===== config.mk =====
export PLATFORM = sky130hd
export DESIGN_NAME = xcvr_csr_agent
export DESIGN_NICKNAME = d
export VERILOG_FILES = /design/src/rtl/xcvr_csr_agent_pkg.sv /design/src/rtl/xcvr_csr_resp_pipe.sv /design/src/rtl/xcvr_csr_agent.sv
export SDC_FILE = /design/constraint.sdc
export NUM_CORES = 1
export LEC_CHECK = 0
export BUFFER_PORTS_ARGS = -buffer_cell sky130_fd_sc_hd__buf_2
export CORE_AREA = 2 2 438 440
export CTS_CLUSTER_DIAMETER = 50
export CTS_CLUSTER_SIZE = 30
export DETAILED_ROUTE_END_ITERATION = 8
export DIE_AREA = 0 0 440 442
export SYNTH_ARGS = -nofsm -noshare
export SYNTH_HDL_FRONTEND = slang
export SYNTH_SLANG_ARGS = --single-unit

===== constraint.sdc =====
create_clock -name clk -period 3.7 [get_ports clk]
set_clock_uncertainty 0.15 [all_clocks]
set_input_delay 0.185 -clock clk [delete_from_list [all_inputs] [get_ports clk]]
set_output_delay 0.185 -clock clk [all_outputs]
set_load 0.02 [all_outputs]

===== src/rtl/xcvr_csr_agent_pkg.sv =====
// xcvr_csr_agent_pkg: response codes, error read data and sizing helper shared by the
// CSR agent top and its response pipe.
package xcvr_csr_agent_pkg;

   // Avalon-MM response code
   typedef logic [1:0] resp_t;

   localparam resp_t       RESP_OKAY   = 2'b00;
   localparam resp_t       RESP_DECERR = 2'b11;

   // Returned for reads that hit no implemented register
   localparam logic [31:0] DECERR_DATA = 32'hDEAD_C0DE;

   // Index width for a register bank; a single-register bank still needs one bit.
   function automatic int unsigned idx_width(input int unsigned n);
      return (n > 1) ? $clog2(n) : 1;
   endfunction

endpackage


===== src/rtl/xcvr_csr_resp_pipe.sv =====
// xcvr_csr_resp_pipe: fixed-latency response pipe plus outstanding-response counter.
// An entry pushed at an edge appears at the outputs READ_LATENCY cycles later.
// Optional feature macro: XCVR_CSR_AGENT_WRRESP_EN -- write responses share the pipe and the
// counter, and every entry carries a response code.
module xcvr_csr_resp_pipe
   import xcvr_csr_agent_pkg::*;
#(
   parameter int unsigned DATA_WIDTH   = 32,
   parameter int unsigned READ_LATENCY = 2,
   parameter int unsigned MAX_PENDING  = 2
) (
   input  logic                  clk,
   input  logic                  rst_n,
   input  logic                  i_push_rd,
   input  logic [DATA_WIDTH-1:0] i_rd_data,
`ifdef XCVR_CSR_AGENT_WRRESP_EN
   input  logic                  i_push_wr,
   input  logic [1:0]            i_resp,
   output logic                  o_wr_valid,
   output logic [1:0]            o_resp,
`endif
   output logic                  o_rd_valid,
   output logic [DATA_WIDTH-1:0] o_rd_data,
   output logic                  o_full
);

   localparam int unsigned CntW = $clog2(MAX_PENDING + 1);

   logic [READ_LATENCY-1:0] r_rd_vld;
   logic [DATA_WIDTH-1:0]   r_data [READ_LATENCY];
   logic [CntW-1:0]         r_pending;
   logic                    w_push;
   logic                    w_pop;

`ifdef XCVR_CSR_AGENT_WRRESP_EN
   logic [READ_LATENCY-1:0] r_wr_vld;
   resp_t                   r_resp [READ_LATENCY];

   assign w_push     = i_push_rd | i_push_wr;
   assign w_pop      = r_rd_vld[READ_LATENCY-1] | r_wr_vld[READ_LATENCY-1];
   assign o_wr_valid = r_wr_vld[READ_LATENCY-1];
   assign o_resp     = r_resp[READ_LATENCY-1];

   // Write-valid shift and response code; the code moves with any entry so it holds afterwards
   always_ff @(posedge clk or negedge rst_n) begin
      if (!rst_n) begin
         r_wr_vld <= '0;
         for (int i = 0; i < READ_LATENCY; i++) begin
            r_resp[i] <= RESP_OKAY;
         end
      end else begin
         r_wr_vld[0] <= i_push_wr;
         if (i_push_rd || i_push_wr) begin
            r_resp[0] <= i_resp;
         end
         for (int i = 1; i < READ_LATENCY; i++) begin
            r_wr_vld[i] <= r_wr_vld[i-1];
            if (r_rd_vld[i-1] || r_wr_vld[i-1]) begin
               r_resp[i] <= r_resp[i-1];
            end
         end
      end
   end
`else
   assign w_push = i_push_rd;
   assign w_pop  = r_rd_vld[READ_LATENCY-1];
`endif

   // Read-valid shifts every cycle; data only moves with a valid read so the last stage holds
   always_ff @(posedge clk or negedge rst_n) begin
      if (!rst_n) begin
         r_rd_vld <= '0;
         for (int i = 0; i < READ_LATENCY; i++) begin
            r_data[i] <= '0;
         end
      end else begin
         r_rd_vld[0] <= i_push_rd;
         if (i_push_rd) begin
            r_data[0] <= i_rd_data;
         end
         for (int i = 1; i < READ_LATENCY; i++) begin
            r_rd_vld[i] <= r_rd_vld[i-1];
            if (r_rd_vld[i-1]) begin
               r_data[i] <= r_data[i-1];
            end
         end
      end
   end

   // Outstanding responses: push and pop in the same cycle cancel out
   always_ff @(posedge clk or negedge rst_n) begin
      if (!rst_n) begin
         r_pending <= '0;
      end else if (w_push && !w_pop) begin
         r_pending <= r_pending + 1'b1;
      end else if (w_pop && !w_push) begin
         r_pending <= r_pending - 1'b1;
      end
   end

   assign o_rd_valid = r_rd_vld[READ_LATENCY-1];
   assign o_rd_data  = r_data[READ_LATENCY-1];
   assign o_full     = (r_pending == CntW'(MAX_PENDING));

endmodule


===== src/rtl/xcvr_csr_agent.sv =====
// xcvr_csr_agent: Avalon-MM responder holding a bank of RW control / RO status registers
// behind the transceiver MM bridge. Reads return after a fixed latency via xcvr_csr_resp_pipe.
// Optional feature macro: XCVR_CSR_AGENT_WRRESP_EN -- adds s_response and
// s_writeresponsevalid; writes then occupy the response pipe like reads.
module xcvr_csr_agent
   import xcvr_csr_agent_pkg::*;
#(
   parameter int unsigned          DATA_WIDTH   = 32,
   parameter int unsigned          ADDR_WIDTH   = 13,
   parameter int unsigned          NUM_REGS     = 16,
   parameter logic [NUM_REGS-1:0]  RO_MASK      = '0,
   parameter int unsigned          READ_LATENCY = 2,
   parameter int unsigned          MAX_PENDING  = 2
) (
   input  logic                           clk,
   input  logic                           reset_n,
   input  logic [ADDR_WIDTH-1:0]          s_address,
   input  logic                           s_read,
   input  logic                           s_write,
   input  logic [DATA_WIDTH-1:0]          s_writedata,
   input  logic [DATA_WIDTH/8-1:0]        s_byteenable,
   output logic                           s_waitrequest,
   output logic [DATA_WIDTH-1:0]          s_readdata,
   output logic                           s_readdatavalid,
`ifdef XCVR_CSR_AGENT_WRRESP_EN
   output logic [1:0]                     s_response,
   output logic                           s_writeresponsevalid,
`endif
   output logic [NUM_REGS*DATA_WIDTH-1:0] ctl_out,
   input  logic [NUM_REGS*DATA_WIDTH-1:0] sts_in
);

   localparam int unsigned           NumBytes   = DATA_WIDTH / 8;
   localparam int unsigned           IdxW       = idx_width(NUM_REGS);
   localparam logic [ADDR_WIDTH:0]   NumRegsA   = (ADDR_WIDTH + 1)'(NUM_REGS);
   localparam logic [DATA_WIDTH-1:0] DecerrData = DATA_WIDTH'(DECERR_DATA);

   logic                  r_ready;
   logic [DATA_WIDTH-1:0] r_ctl [NUM_REGS];
   logic                  w_full;
   logic                  w_accept_wr;
   logic                  w_accept_rd;
   logic                  w_in_range;
   logic                  w_is_ro;
   logic                  w_wr_hit;
   logic [IdxW-1:0]       w_idx;
   logic [DATA_WIDTH-1:0] w_rd_data;

   // Keep commands stalled through the first edge after reset release
   always_ff @(posedge clk or negedge reset_n) begin
      if (!reset_n) begin
         r_ready <= 1'b0;
      end else begin
         r_ready <= 1'b1;
      end
   end

   assign s_waitrequest = !r_ready || w_full;

   // A simultaneous read and write is taken as a write only; the read gets no response
   assign w_accept_wr = s_write && !s_waitrequest;
   assign w_accept_rd = s_read && !s_write && !s_waitrequest;

   assign w_in_range = ({1'b0, s_address} < NumRegsA);
   assign w_idx      = s_address[IdxW-1:0];
   assign w_is_ro    = w_in_range && RO_MASK[w_idx];
   assign w_wr_hit   = w_accept_wr && w_in_range;

   // Byte-lane writes into RW registers; RO registers never take write data
   always_ff @(posedge clk or negedge reset_n) begin
      if (!reset_n) begin
         for (int i = 0; i < NUM_REGS; i++) begin
            r_ctl[i] <= '0;
         end
      end else if (w_wr_hit) begin
         for (int i = 0; i < NUM_REGS; i++) begin
            if (w_idx == IdxW'(i) && !RO_MASK[i]) begin
               for (int b = 0; b < NumBytes; b++) begin
                  if (s_byteenable[b]) begin
                     r_ctl[i][b*8 +: 8] <= s_writedata[b*8 +: 8];
                  end
               end
            end
         end
      end
   end

   // Read source: status input for RO registers, control value for RW, error pattern otherwise
   always_comb begin
      w_rd_data = DecerrData;
      if (w_in_range) begin
         if (w_is_ro) begin
            w_rd_data = sts_in[w_idx*DATA_WIDTH +: DATA_WIDTH];
         end else begin
            w_rd_data = r_ctl[w_idx];
         end
      end
   end

   for (genvar g = 0; g < NUM_REGS; g++) begin : g_ctl_out
      assign ctl_out[g*DATA_WIDTH +: DATA_WIDTH] = r_ctl[g];
   end

`ifdef XCVR_CSR_AGENT_WRRESP_EN
   resp_t w_resp;

   // Decode error for unmapped addresses and for writes aimed at a read-only register
   always_comb begin
      w_resp = RESP_OKAY;
      if (!w_in_range || (s_write && w_is_ro)) begin
         w_resp = RESP_DECERR;
      end
   end
`endif

   xcvr_csr_resp_pipe #(
      .DATA_WIDTH   (DATA_WIDTH),
      .READ_LATENCY (READ_LATENCY),
      .MAX_PENDING  (MAX_PENDING)
   ) u_resp_pipe (
      .clk        (clk),
      .rst_n      (reset_n),
      .i_push_rd  (w_accept_rd),
      .i_rd_data  (w_rd_data),
`ifdef XCVR_CSR_AGENT_WRRESP_EN
      .i_push_wr  (w_accept_wr),
      .i_resp     (w_resp),
      .o_wr_valid (s_writeresponsevalid),
      .o_resp     (s_response),
`endif
      .o_rd_valid (s_readdatavalid),
      .o_rd_data  (s_readdata),
      .o_full     (w_full)
   );

endmodule


==> impl_metrics.yaml, run 1 <==
placement:
  dp_hpwl_um: 105000
  gp_congestion: 0.818
  dpl-instance-area_mm2: 0.0330
  port_buffers: 598
pwr:
  power_density_mw_per_mm2: 428
  vdd_drop_max_mv: 0.307
  power.total_mw: 15.4
  p_leak_nw: 18.2
drt:
  viasPerCell: 3.78
  route.met2.wl_um: 72200
  vias: 19008
  wl_per_cell_um: 27.7
  ant_nets: 0
  dr.max_layer_used: "met4"
  drt-met1-wl_um: 52100
  drc_errors: 0
  first_pass_iters: 5
  drtIter0Drc: 1226
  wl_met3_um: 7200
  routed_wl_um: 139000
clocking:
  clock_latency_ps: 720
  cts_tree: "built"
  cts-root-buf: "clkbuf_16"
  cts.sinks: 581
  clkTransAtPathRegs_ps: 60
  cts.repair.resized: 0
  clockBufferDepth: 3
  cts_buffers: 75
  cts.htree.levels: 3
setup_path:
  rrSetupSlack_ps: 480
  r2r-start: "u_resp_pipe.r_pending[0]"
  cp-start-kind: "flip-flop"
  arrival_ps: 3620
  cp_max_fo: 15
  crit_path_end_kind: "flip-flop"
  reg2reg_depth: 5
  crit_type: "reg -> reg"
  cp.required_ps: 4110
  crit_path_start: "u_resp_pipe.r_pending[0]"
floorplanning:
  fp.dieW_um: 440
  core_region_area_mm2: 0.190
  dieArea_mm2: 0.194
  die_y_um: 442
  rows: 160
  start_util_pct: 14.1
  io_pins: 1111
sta:
  tightest_slew_ps: 965
  report.final.slew_viol_count: 0
  min_period_ps: 3220
  timing.hold.ws_ps: 73.0
  rsz0062_at_grt: "false"
  finalCritPeriodShare_pct: 86.9
  slew_headroom_pct: 35.7
  hold_viol: 0
  fmax_mhz: 311
  setup_viol: 0
  setup_tns_ps: 0
logic_synthesis:
  ys_types: 52
  ys_seq_area_share_pct: 54.4
  syn_inst: 1783
  synthFlopType: "dfrtp_1"
  syn_area_per_cell_um2: 15.0
  synth_nets: 2349
  syn_area_mm2: 0.0267
  synth-edff-count: 0
  yosys_warnings: 0
  synth_async_sr_flop_share_pct: 100
  ys_ff_latch: 581
grt:
  grt_max_degree: 90
  grt_usage_pct: 14.0
  grt_pass1_wl_um: 183000
  grt_pass1_vias: 19744
  overflow: 0
  antenna_found_initial: 11
final_layout:
  nets: 3015
  area_delta_synth_final_pct: 35.0
  fin_util_pct: 19.0
  fin_area_mm2: 0.0361
  drive_gt1_share_pct: 60.9
worst_hold_path:
  worstHoldStart: "s_byteenable[2]"
  hp-class: "in -> reg"
  holdPathStages: 3
outcome:
  status: "complete, no violations"
job:
  maxCapViolations: 0
==> cell usage after synthesis, types with 5 or more instances <==
| library cell | instances | area (um^2) |
|---|---|---|
| buf_4 | 43 | 323 |
| mux2i_1 | 118 | 1180 |
| buf_2 | 38 | 190 |
| a31oi_1 | 19 | 119 |
| o211ai_1 | 9 | 67.6 |
| nand3_2 | 14 | 140 |
| and2_1 | 6 | 37.5 |
| mux4_2 | 68 | 1530 |
| buf_1 | 6 | 22.5 |
| nand2b_1 | 6 | 37.5 |
| mux2_2 | 522 | 5880 |
| nor2_1 | 40 | 150 |
| clkbuf_1 | 50 | 188 |
| o31ai_1 | 9 | 67.6 |
| nand2_1 | 38 | 143 |
| nand4_2 | 25 | 313 |
| dfrtp_1 | 581 | 14500 |
| and4_1 | 5 | 43.8 |
| a211oi_1 | 19 | 143 |
| a22oi_1 | 18 | 135 |
| and2_0 | 5 | 31.3 |
| nand2_2 | 7 | 43.8 |
| nand3_4 | 11 | 193 |
| o22ai_1 | 38 | 238 |
| and3_1 | 5 | 31.3 |
| mux2_4 | 24 | 360 |
| buf_6 | 7 | 78.8 |
==> critical path, stage by stage (launching register included) <==
cell      delay (ps)
dfrtp_1          400
nand2b_2         200
nand3_4          240
nor2_4           730
nand3_2          790
mux2_2           520
==> where the power goes <==
| group | internal [mW] | total, mW | switching [mW] |
|---|---|---|---|
| registers | 6.45 | 6.54 | 0.0955 |
| logic | 0.324 | 1.10 | 0.772 |
| clock network | 4.46 | 7.79 | 3.33 |
| total | 11.2 | 15.4 | 4.20 |
==> cell type report <==
type | instances | area [um^2]
fill | 20525 | 154000
sequential | 581 | 14500
multi-input combinational | 1056 | 11400
timing repair buffer | 733 | 4290
tap | 2511 | 3140
clock buffer | 84 | 1990
clock inverter | 52 | 679
antenna | 6 | 15.0
inverter | 2 | 7.51
==> stage by stage <==
step,cells,worst slack (ps)
after global placement,4841,431
after floorplan,1783,1750
after CTS,5019,472
final,5025,484
after detailed placement,4841,417
after global routing,5023,466
==> cells by family (layout without fill, tap and decap cells) <==
| kind of cell | count (synthesis) | count (layout) | synth area share [%] |
|---|---|---|---|
| mux | 732 | 732 | 33.5 |
| flops | 581 | 581 | 54.4 |
| simple gates | 191 | 191 | 5.58 |
| buf+inv | 146 | 871 | 3.03 |
| compound gates | 128 | 128 | 3.31 |
| xor+xnor | 3 | 3 | 0.0984 |
| fa+ha+maj | 1 | 1 | 0.0468 |
| other cells | 1 | 7 | 0.0140 |
==> repair_timing <==
action,4_1_cts,5_1_grt
endpoints found under the hold margin,1021,0
setup buffers,0,0
hold buffers,42,0
==> routing by layer <==
layer | vias up | global-route usage, %
li1 | 7989 | -
met1 | 10115 | 15.7
met2 | 660 | 24.8
met3 | 244 | 3.03
met4 | 0 | 7.44
met5 | - | 0
==> path summary, 6_finish.rpt <==
path                                           to
min in group asynchronous            ctl_out[354]
max reg2reg                          ctl_out[378]
min                                  ctl_out[343]
max in group asynchronous            ctl_out[140]
min reg2reg                u_resp_pipe.r_data[37]
max                                  ctl_out[378]
==> registers in the layout, summed over array words and instances, names as in the netlist <==
register / count
ctl_out: 512
u_resp_pipe.o_rd_data: 32
u_resp_pipe.r_data: 32
u_resp_pipe.r_pending: 2
u_resp_pipe.r_rd_vld: 2
r_ready: 1
==> cells in the final DEF, fill, tap and decap left out, types with 37 or more instances in the layout <==
master | synthesis | layout
buf_4 | 43 | 82
mux4_2 | 68 | 68
mux2i_1 | 118 | 118
dlygate4sd3_1 | 0 | 41
dfrtp_1 | 581 | 580
mux2_2 | 522 | 522
nor2_1 | 40 | 37
buf_2 | 38 | 595
clkbuf_16 | 0 | 76
o22ai_1 | 38 | 38
nand2_1 | 38 | 38
(Power assumes the default switching activity.)
==> run 2: changes to the inputs <==
--- a/config.mk
+++ b/config.mk
@@ -11,6 +11,7 @@
 export CTS_CLUSTER_SIZE = 30
 export DETAILED_ROUTE_END_ITERATION = 8
 export DIE_AREA = 0 0 440 442
+export REMOVE_ABC_BUFFERS = 1
 export SYNTH_ARGS = -nofsm -noshare
 export SYNTH_HDL_FRONTEND = slang
 export SYNTH_SLANG_ARGS = --single-unit
==> impl_metrics.yaml, run 2 (synthesis gave the netlist of run 1 again) <==
outcome:
  status: "complete, no violations"
grt:
  grt_max_degree: 94
  antenna_found_initial: 9
  grt_pass1_wl_um: 177000
  overflow: 0
  grt_usage_pct: 13.5
  grt_pass1_vias: 19068
placement:
  gp_congestion: 0.810
  dp_hpwl_um: 103000
  port_buffers: 598
  dpl-instance-area_mm2: 0.0329
floorplanning:
  dieArea_mm2: 0.194
  core_region_area_mm2: 0.190
  start_util_pct: 14.1
  fp.dieW_um: 440
  die_y_um: 442
  io_pins: 1111
  rows: 160
pwr:
  power_density_mw_per_mm2: 431
  power.total_mw: 15.6
  p_clk_share_pct: 50.9
  power.switching_mw: 4.36
  internal_power_mw: 11.2
  switching_share_pct: 28.0
  vdd_drop_max_mv: 0.367
  p_leak_nw: 18.2
  power_frac_comb_pct: 7.2
  seqPwrFrac_pct: 41.9
final_layout:
  layout_common_cells: "buf_2, dfrtp_1, mux2_2"
  largest_reg_flops: 512
  fin_area_mm2: 0.0361
  area_delta_synth_final_pct: 35.2
  mostFrequentLayoutCell: "buf_2"
  fin_util_pct: 19.1
  nets: 3020
  num-fill-cells: 20550
  drive_gt1_share_pct: 60.6
sta:
  min_period_ps: 3090
  slew_headroom_pct: 42.5
  report.final.slew_viol_count: 0
  rsz0062_at_grt: "false"
  setup_viol: 0
  tightest_slew_ps: 859
  setup_tns_ps: 0
  hold_viol: 0
  fmax_mhz: 324
  finalCritPeriodShare_pct: 83.4
setup_path:
  cp_max_fo: 9
  crit_path_end_kind: "flip-flop"
  arrival_ps: 3550
  rrSetupSlack_ps: 610
  r2r-start: "u_resp_pipe.r_pending[0]"
  cp-start-kind: "flip-flop"
  endpoint: "ctl_out[47]"
  r2r_end: "ctl_out[47]"
  crit_type: "reg -> reg"
  crit_path_start: "u_resp_pipe.r_pending[0]"
  cp.required_ps: 4160
  reg2reg_depth: 6
clocking:
  clockBufferDepth: 3
  clock_latency_ps: 750
  cts.sinks: 581
  cts_buffers: 79
  clkTransAtPathRegs_ps: 60
  cts.htree.levels: 3
  cts_tree: "built"
  cts-root-buf: "clkbuf_16"
drt:
  vias: 18817
  ant_nets: 0
  drtIter0Drc: 1206
  viasPerCell: 3.74
  first_pass_iters: 5
  drc_errors: 0
  routed_wl_um: 135000
  wl_per_cell_um: 26.7
worst_hold_path:
  worstHoldStart: "s_address[3]"
  hp-class: "in -> reg"
job:
  maxCapViolations: 0
## run 2: changes by cell type in the layout (fill, tap and decap cells not counted), sizes merged
| cell | before | now |
|---|---|---|
| clkbuf | 84 | 95 |
| dlygate4sd3 | 41 | 42 |
| diode | 6 | 4 |
| clkinv | 28 | 16 |
| clkinvlp | 3 | 6 |
| bufinv | 6 | 2 |
| inv | 17 | 29 |
## run 2: metrics by stage
step | setup slack [ps] | hold slack [ps] | cells
2_1_floorplan | 854 | -261 | 1639
3_3_place_gp | 314 | 135 | 4841
3_5_place_dp | 241 | 146 | 4841
4_1_cts | 601 | 75.9 | 5030
5_1_grt | 509 | 135 | 5032
6_report | 614 | 87.2 | 5034
## run 2: final cells by class
type | instances | area, um^2 | share of cell area [%]
diodes | 4 | 10.0 | 0.0277
repair buffers | 734 | 4290 | 11.9
clock buffers | 95 | 2120 | 5.86
flip-flops and latches | 581 | 14500 | 40.2
inverters | 2 | 7.51 | 0.0208
clock inverters | 51 | 628 | 1.74
well taps | 2511 | 3140 | 8.70
multi-input cells | 1056 | 11400 | 31.5
## run 2: worst min path at each step
stage                                   to  depth (start not counted)
detailed placement            ctl_out[149]                          1
floorplan                       ctl_out[0]                          0
global route                  ctl_out[164]                          5
CTS                 u_resp_pipe.r_data[40]                          3
global placement              ctl_out[213]                          1
finish              u_resp_pipe.r_data[40]                          3
## run 2: what timing repair did
item,in CTS,in global routing
buffers inserted,0,0
endpoints found under the hold margin,874,0
gates resized for setup,0,0
hold buffers,43,0
## run 2: power by group through the flow
| stage | logic, mW | clock network, mW | registers, mW |
|---|---|---|---|
| final | 1.12 | 7.93 | 6.52 |
| after global routing | 1.21 | 8.42 | 6.53 |
| after CTS | 1.16 | 8.13 | 6.52 |
| after detailed placement | 1.11 | 0 | 6.64 |
| after global placement | 1.10 | 0 | 6.63 |
| after floorplan | 0.276 | 0 | 6.71 |
## run 2: metal layers
metal	vias up	share of wire, %	GRT usage [%]
met5	-	0.0097	0
met4	2	5.7	7.09
met3	189	4.7	2.73
met2	561	53	24.6
met1	10034	36	14.6
li1	8031	-	-
## run 2: worst max-delay path, stage by stage (launching register included)
cell and delay [ps]:
dfrtp_1 390, nand2b_2 190, and4_2 460, and4_1 630, nand2_8 220, mux2_4 340, dlygate4sd3_1 560
==> run 3: changes to the inputs <==
--- a/config.mk
+++ b/config.mk
@@ -5,12 +5,13 @@
 export SDC_FILE = /design/constraint.sdc
 export NUM_CORES = 1
 export LEC_CHECK = 0
+export ABC_AREA = 1
 export BUFFER_PORTS_ARGS = -buffer_cell sky130_fd_sc_hd__buf_2
-export CORE_AREA = 2 2 438 440
+export CORE_AREA = 2 2 431 433
 export CTS_CLUSTER_DIAMETER = 50
 export CTS_CLUSTER_SIZE = 30
 export DETAILED_ROUTE_END_ITERATION = 8
-export DIE_AREA = 0 0 440 442
+export DIE_AREA = 0 0 433 435
 export REMOVE_ABC_BUFFERS = 1
 export SYNTH_ARGS = -nofsm -noshare
 export SYNTH_HDL_FRONTEND = slang
==> constraint.sdc (replaced) <==
create_clock -name clk -period 3.2 [get_ports clk]
set_clock_uncertainty 0.15 [all_clocks]
set_input_delay 0.16 -clock clk [delete_from_list [all_inputs] [get_ports clk]]
set_output_delay 0.16 -clock clk [all_outputs]
set_load 0.02 [all_outputs]
==> impl_metrics.yaml, run 3 <==
outcome:
  status: "complete, no violations"
grt:
  grt_pass1_wl_um: 223000
  overflow: 0
  antenna_found_initial: 4
  grt_usage_pct: 16.4
  grt_max_degree: 123
  grt_pass1_vias: 29684
logic_synthesis:
  ys_top_cells_by_area: "dfrtp_1, nand2_1, nand4_1"
  yosysMostFrequentCell: "nand2_1"
  synthAdderAreaFrac_pct: 0.0421
  synth_compound_area_share_pct: 0.471
  synth-edff-count: 0
  yosys_warnings: 0
  ys_top_cells_by_count: "nand2_1, dfrtp_1, nand4_1"
  synth_xor_area_share_pct: 0.0589
  syn_inst: 4044
  muxShareOfSynthArea_pct: 1.21
  yosys.area.top_type: "dfrtp_1"
  synthFlopType: "dfrtp_1"
  synth_async_sr_flop_share_pct: 100
  ys_ff_latch: 581
  synth_top_family_by_area: "simple AND/OR/NAND/NOR gates"
  ys_seq_area_share_pct: 48.9
  syn_area_per_cell_um2: 7.35
  syn_area_mm2: 0.0297
  ys_types: 24
  yosysTopAreaCellShare_pct: 48.9
  synth_simple_gate_area_share_pct: 42.1
pwr:
  switching_share_pct: 28.4
  p_leak_nw: 21.2
  vdd_drop_max_mv: 0.353
  p_clk_share_pct: 52.1
  internal_power_mw: 13.6
  power.total_mw: 18.9
  power_frac_comb_pct: 8.4
  power.switching_mw: 5.37
  power_density_mw_per_mm2: 485
  seqPwrFrac_pct: 39.5
worst_hold_path:
  worstHoldStart: "s_address[2]"
  hp-class: "in -> reg"
  hold_end: "ctl_out[424]"
  holdPathStages: 5
setup_path:
  crit_top_cell: "dlygate4sd3_1"
  crit_path_end_kind: "flip-flop"
  cp_slowest_stage_delay_ps: 670
  r2r-start: "u_resp_pipe.r_pending[0]"
  path_cells: "dlygate4sd3_1 -> buf_2 -> nor3_1 -> dlygate4sd3_1 -> nand2_1 -> dlygate4sd3_1 -> nor2_4 -> buf_4 -> nand2_1 -> nor2_1 -> nor2_1"
  reg2reg_depth: 10
  arrival_ps: 3530
  cp_max_fo: 25
  crit_type: "in -> reg"
  r2r_end: "ctl_out[277]"
  cp-start-kind: "input pin"
  cp.required_ps: 3630
  cp_slowest_cell: "dlygate4sd3_1"
  rrSetupSlack_ps: 480
sta:
  report.final.slew_viol_count: 0
  min_period_ps: 3090
  hold_viol: 0
  finalWorstSetupSlack_ps: 106
  rsz0062_at_grt: "false"
  slew_headroom_pct: 45.6
  setup_viol: 0
  tightest_slew_ps: 817
  finalCritPeriodShare_pct: 96.7
  fmax_mhz: 323
  timing.hold.ws_ps: 96.3
final_layout:
  fin_util_pct: 21.2
  mostFrequentLayoutCell: "nand2_1"
  drive_gt1_share_pct: 20.4
  nets: 5101
  seq_area_mm2: 0.0145
  area_delta_synth_final_pct: 31.2
  num-fill-cells: 20545
  layout_common_cells: "nand2_1, buf_2, dfrtp_1"
  multiInputGateArea_mm2: 0.0131
  largest_reg_flops: 512
  final_cells: 7085
placement:
  dpl_worst_slack_ps: 367
  dp_hpwl_um: 115000
  dp.cells: 6879
  port_buffers: 598
  gp_congestion: 0.905
drt:
  ant_nets: 0
  routed_wl_um: 160000
  vias: 31280
  drtIter0Drc: 3188
  first_pass_iters: 6
  viasPerCell: 4.41
  drc_errors: 0
  wl_per_cell_um: 22.5
job:
  maxCapViolations: 0
clocking:
  cts-root-buf: "clkbuf_16"
  cts_buffers: 84
  post-cts-setup-buffers: 0
  clockBufferDepth: 3
  cts.htree.levels: 3
  clkTransAtPathRegs_ps: 60
  cts.repair.resized: 0
  clock_latency_ps: 720
  cts.sinks: 581
  cts_tree: "built"
  ctsHoldBuffers: 50
floorplanning:
  die_y_um: 435
  start_util_pct: 16.2
  core_region_area_mm2: 0.184
  io_pins: 1111
  fp.dieW_um: 433
  dieArea_mm2: 0.188
  rows: 158
[run 3: metal layers]
layer | track usage [%] | vias up | routed length, um
met5 | 0 | - | 0
li1 | - | 14124 | -
met2 | 26.7 | 1555 | 75000
met1 | 18.9 | 15163 | 59500
met4 | 14.1 | 0 | 15300
met3 | 2.47 | 438 | 9800
[run 3: worst max path at each step]
stage                             startpoint                endpoint  slack, ps  depth (start not counted)
floorplan           u_resp_pipe.r_pending[0]              ctl_out[0]      -5070                          7
global placement                s_address[1]             ctl_out[87]        380                          6
detailed placement              s_address[1]             ctl_out[86]        370                          6
CTS                             s_address[5]  u_resp_pipe.r_data[33]        140                         11
global route                    s_address[5]  u_resp_pipe.r_data[33]         10                         11
finish                          s_address[5]  u_resp_pipe.r_data[33]        110                         11
[run 3: cell families after synthesis]
| family | after synthesis |
|---|---|
| xor gates and xnor gates | 2 |
| AOI/OAI and AO/OA | 28 |
| other | 1 |
| muxes | 32 |
| adders and majority gates | 1 |
| DFF | 581 |
| and+or+nand+nor | 2907 |
| buffers and inverters | 492 |
[run 3: power groups by stage]
stage	combinational, mW	clock [mW]	sequential, mW
after floorplan	0.377	0	7.65
after global placement	1.54	0	7.60
after detailed placement	1.55	0	7.60
after CTS	1.61	10.1	7.47
after global routing	1.69	10.4	7.48
final	1.59	9.87	7.47
[run 3: worst max-delay path, delay by kind of cell]
family / cells / cell delay, ps
simple gates: 6 / 960
buf+inv: 5 / 2380
[run 3: cell type report]
type | instances | area share, %
sequential | 581 | 37.3
multi-input combinational | 2971 | 33.6
timing repair buffer | 781 | 12.4
tap | 2480 | 7.95
clock buffer | 99 | 5.73
clock inverter | 55 | 1.88
inverter | 116 | 1.14
antenna | 2 | 0.0128
[run 3: per-stage QoR]
stage	TNS, ps	area, um^2
2_1_floorplan	-2598110	28000
3_3_place_gp	0	35500
3_5_place_dp	0	35500
4_1_cts	0	39000
5_1_grt	0	39000
6_report	0	39000
